==> src/rtl/ebu_pkg.sv <==
// Shared types for the EBU AHB-Lite arbiter.
package ebu_pkg;

   typedef enum logic [1:0] {
      IDLE   = 2'b00,
      BUSY   = 2'b01,
      NONSEQ = 2'b10,
      SEQ    = 2'b11
   } htrans_t;

   typedef enum logic [1:0] {
      ARB_IDLE,
      ARB_IFU,
      ARB_LSU
   } arb_state_t;

   typedef enum logic [1:0] {
      OWN_NONE,
      OWN_IFU,
      OWN_LSU
   } owner_t;

endpackage

==> src/rtl/ebu_req_capture.sv <==
// Per-master address-phase capture register and effective-request mux.
// A request that cannot be issued in the cycle it is presented (other master
// owns the address phase, or the bus is waiting) is held here until issued.
module ebu_req_capture
   import ebu_pkg::*;
#(
   parameter int PA_BITS = 32
) (
   input  logic               clk,
   input  logic               rst_n,
   input  logic [PA_BITS-1:0] haddr_i,
   input  logic [1:0]         htrans_i,
   input  logic               hwrite_i,
   input  logic [2:0]         hsize_i,
   input  logic               issue_i,     // this master owns the address phase now
   input  logic               hready_i,
   output logic               valid_o,
   output logic [PA_BITS-1:0] haddr_o,
   output logic [1:0]         htrans_o,
   output logic               hwrite_o,
   output logic [2:0]         hsize_o
);

   logic               valid_q, valid_d;
   logic [PA_BITS-1:0] haddr_q;
   logic [1:0]         htrans_q;
   logic               hwrite_q;
   logic [2:0]         hsize_q;
   logic               load;

   // Only an empty entry loads; a stalled master holds its live inputs anyway.
   assign load = !valid_q && (htrans_i != IDLE) && (!issue_i || !hready_i);

   // Entry valid: set on load, cleared once the captured transfer is accepted.
   always_comb begin
      valid_d = valid_q;
      if (load)
         valid_d = 1'b1;
      else if (valid_q && issue_i && hready_i)
         valid_d = 1'b0;
   end

   // Capture storage.
   always_ff @(posedge clk or negedge rst_n) begin
      if (!rst_n) begin
         valid_q  <= 1'b0;
         haddr_q  <= '0;
         htrans_q <= IDLE;
         hwrite_q <= 1'b0;
         hsize_q  <= '0;
      end else begin
         valid_q <= valid_d;
         if (load) begin
            haddr_q  <= haddr_i;
            htrans_q <= htrans_i;
            hwrite_q <= hwrite_i;
            hsize_q  <= hsize_i;
         end
      end
   end

   assign valid_o  = valid_q;
   assign haddr_o  = valid_q ? haddr_q  : haddr_i;
   assign htrans_o = valid_q ? htrans_q : htrans_i;
   assign hwrite_o = valid_q ? hwrite_q : hwrite_i;
   assign hsize_o  = valid_q ? hsize_q  : hsize_i;

endmodule

==> src/rtl/ebu_ahb_arbiter.sv <==
// Two-master (IFU/LSU) AHB-Lite arbiter onto a single external AHB port.
//
// state    | meaning
// ---------+------------------------------------------------------------
// ARB_IDLE | no master owned the last accepted address phase
// ARB_IFU  | IFU owned the last address phase (held through SEQ beats)
// ARB_LSU  | LSU owned the last address phase (held through SEQ beats)
//
// The current address-phase owner (grant) is combinational so an uncontended
// request issues with zero added latency. While HREADY=0 the owner is frozen,
// and an owner whose own request got captured during a wait keeps the bus
// until that request is accepted, so a waited address never changes.
module ebu_ahb_arbiter
   import ebu_pkg::*;
#(
   parameter int PA_BITS      = 32,
   parameter int XLEN         = 64,
   parameter int STARVE_LIMIT = 4
) (
   input  logic                HCLK,
   input  logic                HRESETn,
   input  logic [PA_BITS-1:0]  IFUHADDR,
   input  logic [1:0]          IFUHTRANS,
   input  logic [2:0]          IFUHSIZE,
   output logic                IFUHREADY,
   input  logic [PA_BITS-1:0]  LSUHADDR,
   input  logic [1:0]          LSUHTRANS,
   input  logic                LSUHWRITE,
   input  logic [2:0]          LSUHSIZE,
   input  logic [XLEN-1:0]     LSUHWDATA,
   input  logic [XLEN/8-1:0]   LSUHWSTRB,
   output logic                LSUHREADY,
   output logic [PA_BITS-1:0]  HADDR,
   output logic [1:0]          HTRANS,
   output logic                HWRITE,
   output logic [2:0]          HSIZE,
   output logic [XLEN-1:0]     HWDATA,
   output logic [XLEN/8-1:0]   HWSTRB,
   input  logic                HREADY,
   output logic                GrantLSU
);

   localparam int CW = $clog2(STARVE_LIMIT + 1);

   arb_state_t         state_q, grant;
   owner_t             dph_q, grant_own;
   logic [CW-1:0]      starve_q, starve_d;
   logic               starve_max;

   logic               ifu_vld, lsu_vld;
   logic [PA_BITS-1:0] ifu_addr, lsu_addr;
   logic [1:0]         ifu_trans, lsu_trans;
   logic               ifu_write, lsu_write;
   logic [2:0]         ifu_size, lsu_size;
   logic               ifu_req, lsu_req;

   ebu_req_capture #(.PA_BITS(PA_BITS)) u_ifu_cap (
      .clk      (HCLK),
      .rst_n    (HRESETn),
      .haddr_i  (IFUHADDR),
      .htrans_i (IFUHTRANS),
      .hwrite_i (1'b0),
      .hsize_i  (IFUHSIZE),
      .issue_i  (grant == ARB_IFU),
      .hready_i (HREADY),
      .valid_o  (ifu_vld),
      .haddr_o  (ifu_addr),
      .htrans_o (ifu_trans),
      .hwrite_o (ifu_write),
      .hsize_o  (ifu_size)
   );

   ebu_req_capture #(.PA_BITS(PA_BITS)) u_lsu_cap (
      .clk      (HCLK),
      .rst_n    (HRESETn),
      .haddr_i  (LSUHADDR),
      .htrans_i (LSUHTRANS),
      .hwrite_i (LSUHWRITE),
      .hsize_i  (LSUHSIZE),
      .issue_i  (grant == ARB_LSU),
      .hready_i (HREADY),
      .valid_o  (lsu_vld),
      .haddr_o  (lsu_addr),
      .htrans_o (lsu_trans),
      .hwrite_o (lsu_write),
      .hsize_o  (lsu_size)
   );

   assign ifu_req    = (ifu_trans != IDLE);
   assign lsu_req    = (lsu_trans != IDLE);
   assign starve_max = (starve_q == CW'(STARVE_LIMIT));

   // Address-phase owner: freeze on wait, hold bursts, else LSU priority with IFU anti-starvation.
   always_comb begin
      grant = ARB_IDLE;
      if (!HRESETn)
         grant = ARB_IDLE;
      else if (!HREADY)
         grant = state_q;
      else if (state_q == ARB_IFU && (ifu_trans == SEQ || ifu_vld))
         grant = ARB_IFU;
      else if (state_q == ARB_LSU && (lsu_trans == SEQ || lsu_vld))
         grant = ARB_LSU;
      else if (lsu_req && !(ifu_req && starve_max))
         grant = ARB_LSU;
      else if (ifu_req)
         grant = ARB_IFU;
   end

   // Starve counter: counts LSU wins while IFU waits, saturating at the limit.
   always_comb begin
      starve_d = starve_q;
      if (!ifu_req)
         starve_d = '0;
      else if (HREADY) begin
         if (grant == ARB_IFU)
            starve_d = '0;
         else if (grant == ARB_LSU && !starve_max)
            starve_d = starve_q + 1'b1;
      end
   end

   // Map the address-phase grant onto the data-phase owner encoding.
   always_comb begin
      case (grant)
         ARB_IFU: grant_own = OWN_IFU;
         ARB_LSU: grant_own = OWN_LSU;
         default: grant_own = OWN_NONE;
      endcase
   end

   // Arbiter FSM, starve counter and data-phase owner; all advance only on HREADY=1.
   always_ff @(posedge HCLK or negedge HRESETn) begin
      if (!HRESETn) begin
         state_q  <= ARB_IDLE;
         dph_q    <= OWN_NONE;
         starve_q <= '0;
      end else begin
         starve_q <= starve_d;
         if (HREADY) begin
            state_q <= grant;
            dph_q   <= (HTRANS != IDLE) ? grant_own : OWN_NONE;
         end
      end
   end

   // Address-phase bus mux from the owner's effective request.
   always_comb begin
      HADDR  = '0;
      HTRANS = IDLE;
      HWRITE = 1'b0;
      HSIZE  = '0;
      case (grant)
         ARB_IFU: begin
            HADDR  = ifu_addr;
            HTRANS = ifu_trans;
            HWRITE = ifu_write;
            HSIZE  = ifu_size;
         end
         ARB_LSU: begin
            HADDR  = lsu_addr;
            HTRANS = lsu_trans;
            HWRITE = lsu_write;
            HSIZE  = lsu_size;
         end
         default: ;
      endcase
   end

   assign GrantLSU  = (grant == ARB_LSU);
   assign HWDATA    = (dph_q == OWN_LSU) ? LSUHWDATA : '0;
   assign HWSTRB    = (dph_q == OWN_LSU) ? LSUHWSTRB : '0;

   assign IFUHREADY = (dph_q == OWN_IFU) ? HREADY : !ifu_vld;
   assign LSUHREADY = (dph_q == OWN_LSU) ? HREADY : !lsu_vld;

endmodule

==> config.mk <==
export PLATFORM = sky130hd
export DESIGN_NAME = ebu_ahb_arbiter
export DESIGN_NICKNAME = d
export VERILOG_FILES = /design/src/rtl/ebu_pkg.sv /design/src/rtl/ebu_req_capture.sv /design/src/rtl/ebu_ahb_arbiter.sv
export SDC_FILE = /design/constraint.sdc
export NUM_CORES = 1
export LEC_CHECK = 0
export ABC_AREA = 1
export CORE_UTILIZATION = 25
export CTS_BUF_LIST = sky130_fd_sc_hd__clkbuf_4
export DETAILED_ROUTE_END_ITERATION = 16
export PLACE_DENSITY = 0.51
export SETUP_SLACK_MARGIN = 0.5
export SKIP_CTS_REPAIR_TIMING = 1
export SLEW_MARGIN = 20
export SYNTH_ARGS = -nofsm -noshare
export SYNTH_HDL_FRONTEND = slang
export SYNTH_SLANG_ARGS = --single-unit
==> constraint.sdc <==
create_clock -name HCLK -period 3.2 [get_ports HCLK]
set_clock_uncertainty 0.05 [all_clocks]
set_input_delay 0.48 -clock HCLK [delete_from_list [all_inputs] [get_ports HCLK]]
set_output_delay 0.48 -clock HCLK [all_outputs]
set_load 0.03 [all_outputs]
==> flow_summary.yaml <==
sta:
  rsz0062_at_grt: "yes"
  worstMarginPinSlew_ns: 0.661
  fin_crit_ns: 3.26
  slew_headroom: 0.559
  fmax_ghz: 0.307
  hold_violations: 0
  fin_crit_sh: 1.02
  setup_viol: 16
  timing.final.ws_setup_ns: -0.0592
  slew_violations: 0
outcome:
  status: "finished with violations"
  violations: "negative setup slack"
critical_path:
  critPathKind: "input pin to output port"
  crit_path_max_fanout: 4
  cp_slowest_cell: "clkdlybuf4s50_1"
  slowest_delay_ns: 0.51
  path_cells: "clkdlybuf4s50_1 > inv_1 > o21ai_0 > nand3_1 > nand2_4 > nand3_4 > nand2_4 > nand2_4 > inv_4 > ha_4 > buf_6 > buf_6 > buf_6 > o211ai_1 > a21oi_4 > buf_6"
  startpoint_type: "input pin"
  crit_family: "buffers and inverters"
  cp-end-kind: "output port"
  arrival_ns: 2.73
  worstPathRequired_ns: 2.67
  path_common_cell: "buf_6"
  crit_buf_inv: 7
placement:
  hpwlAfterDp_um: 14700
  gp_congestion: 0.839
  numPlacedInstances: 1307
  placement.io_buffers: 262
  place_area_um2: 8720
clock_tree:
  numCtsBuffers: 9
  root_buffer: "clkbuf_4"
  clk_pin_slew_ns: 0.14
  cts_sinks: 84
  htreeDepth: 3
  clk_latency_ns: 0.45
  clockBufferDepth: 2
  cts_tree: "done"
grt:
  grt_max_degree: 76
  antenna_found_initial: 3
  grt_pass1_wl_um: 29200
  overflow: 0
  first_global_vias: 5242
  track_usage: 0.172
power_and_ir_drop:
  total_power_mw: 5.35
  clockPowerShare: 0.118
  p_per_area_nw_per_um2: 560
  combinationalPowerShare: 0.547
  ir_drop_mv: 0.249
  leakage_nw: 5.69
  p_seq_frac: 0.336
  switching_share: 0.421
  internal-power_mw: 3.10
  p_sw_mw: 2.25
yosys:
  ys_seq_area_frac: 0.394
  synth_edf_count: 0
  ys_top_cells_by_area: "dfrtp_1, inv_1, nand2_1, o21ai_0, a21oi_1"
  ys_warn_count: 0
  netlist_area_um2: 5340
  yosysTopAreaCell: "dfrtp_1"
  synth_cells: 782
  synth-main-ff-cell: "dfrtp_1"
  avgSynthCellArea_um2: 6.83
  netlist.area_leader.share: 0.394
  synth_cell_type_count: 27
  synth-seq-cells: 84
  synthArstFlopShare: 1.00
  synth_nets: 937
die:
  die_h_um: 148
  num_rows: 53
  die_w_um: 148
  start_util: 0.255
  dieArea_um2: 21900
  core_um2: 21000
  top_level_ports: 263
route:
  detail-route-antenna-nets: 0
  drt_first_pass_iters: 5
  drt-initial-drc-count: 294
  route.final.wire_length_um: 20100
  vias: 5739
  drc: 0
  wl_per_cell_um: 15.1
  vias_per_cell: 4.29
cells_and_area:
  final_area_um2: 9560
  drive_gt1_frac: 0.190
  finalNetCount: 1212
  final_cells: 1337
  synthToLayoutAreaGrowth_pct: 79.1
worst_hold_path:
  hp-class: "input pin to async pin"
run:
  drv_cap: 0
-- worst reg2reg max path: stages (launching register included) --
cell and delay (ns):
dfrtp_2 0.47, nand2_2 0.07, inv_2 0.04, nor2_4 0.13, nand2_4 0.07, buf_4 0.13, o21a_1 0.22, nand2_4 0.08
inv_2 0.05, ha_4 0.16, buf_4 0.14, nand2_1 0.11, nand3_2 0.09, nand2_1 0.14, inv_2 0.05, buf_12 0.19
nand2_1 0.11, o21ai_0 0.08
-- cell families (layout without fill, tap and decap cells) --
| logic type | count (synthesis) | in the layout | synth area share |
|---|---|---|---|
| AO/OA/AOI/OAI | 234 | 234 | 0.239 |
| XOR/XNOR | 1 | 1 | 0.00164 |
| adder cells (fa/ha/maj) | 5 | 5 | 0.0117 |
| buffers and inverters | 222 | 501 | 0.176 |
| flip-flops | 84 | 84 | 0.394 |
| other | 0 | 1 | 0 |
| AND/OR/NAND/NOR | 236 | 236 | 0.178 |
-- power groups by stage --
stage	registers [mW]	clock network, mW	logic [mW]
finish	1.80	0.629	2.93
global route	1.86	0.691	3.20
CTS	1.77	0.657	2.61
detailed placement	1.79	0	2.61
global placement	1.79	0	2.59
floorplan	1.73	0	1.68
-- stage by stage --
step / hold WS [ns] / worst slack (ns) / setup TNS [ns] / utilization
after detailed placement: 0.417 / -0.189 / -3.98 / 0.416
after global routing: 0.0742 / -0.160 / -4.01 / 0.456
final: 0.0650 / -0.0592 / -0.280 / 0.456
after CTS: 0.0417 / -0.206 / -4.59 / 0.422
after global placement: 0.416 / -0.202 / -3.94 / 0.416
after floorplan: 0.134 / 0.450 / 0 / -
-- state kept, by name (all words and copies together) (netlist names) --
| signal | flops |
|---|---|
| u_ifu_cap.valid_o | 1 |
| state_q | 2 |
| dph_q | 2 |
| u_lsu_cap.hsize_q | 3 |
| u_lsu_cap.hwrite_q | 1 |
| u_ifu_cap.haddr_q | 32 |
| starve_q | 3 |
| u_lsu_cap.haddr_q | 32 |
| u_ifu_cap.htrans_q | 2 |
| u_lsu_cap.htrans_q | 2 |
| u_ifu_cap.hsize_q | 3 |
| u_lsu_cap.valid_o | 1 |
-- cell usage after synthesis (2+ instances only) --
| cell | n |
|---|---|
| a21oi_1 | 75 |
| a31oi_1 | 3 |
| buf_1 | 2 |
| buf_2 | 26 |
| buf_4 | 4 |
| buf_6 | 8 |
| clkbuf_1 | 11 |
| dfrtp_1 | 84 |
| ha_1 | 5 |
| inv_1 | 167 |
| inv_2 | 4 |
| nand2_1 | 140 |
| nand2_2 | 5 |
| nand2_4 | 3 |
| nand3_1 | 4 |
| nand3_2 | 3 |
| nor2_1 | 79 |
| o211ai_1 | 35 |
| o21ai_0 | 100 |
| o21ai_1 | 16 |
| o22ai_1 | 2 |
-- per-layer routing --
metal  track usage  up-vias  wire length [um]
li1              -     2987                 -
met1         0.229     2556              9120
met2         0.281      172              9550
met3        0.0328       20              1160
met4        0.0531        4               267
met5             0        -                26
-- cells in the final DEF (no fill, tap or decap), drive strengths merged, types with 3 or more instances in the layout --
master	instances
a31oi	3
dlymetal6s2s	73
dfrtp	84
o211ai	35
buf	89
clkbuf	16
a21oi	75
inv	171
nor2	80
nand3	7
clkdlybuf4s50	149
nand2	148
o21ai	117
ha	5
-- final cells by class --
class,count,area (um^2)
fillers,2098,11400
repair buffers,315,3520
multi-input cells,476,2810
flip-flops and latches,84,2100
inverters,171,649
well taps,275,344
clock buffers,12,90.1
clock inverters,3,38.8
diodes,1,2.50
-- worst paths after layout --
check	slack [ns]	depth (start not counted)	to	from
max	-0.06	16	HADDR[20]	LSUHTRANS[0]
min	0.07	2	u_lsu_cap.htrans_q[1]	HRESETn
max reg2reg	0.70	17	u_ifu_cap.haddr_q[5]	u_ifu_cap.valid_o
min reg2reg	0.45	2	dph_q[1]	dph_q[1]
max in group asynchronous	1.99	3	u_ifu_cap.haddr_q[9]	HRESETn
min in group HCLK	0.32	3	u_ifu_cap.valid_o	IFUHTRANS[1]
Note: power is estimated with default switching activity, not from simulation.
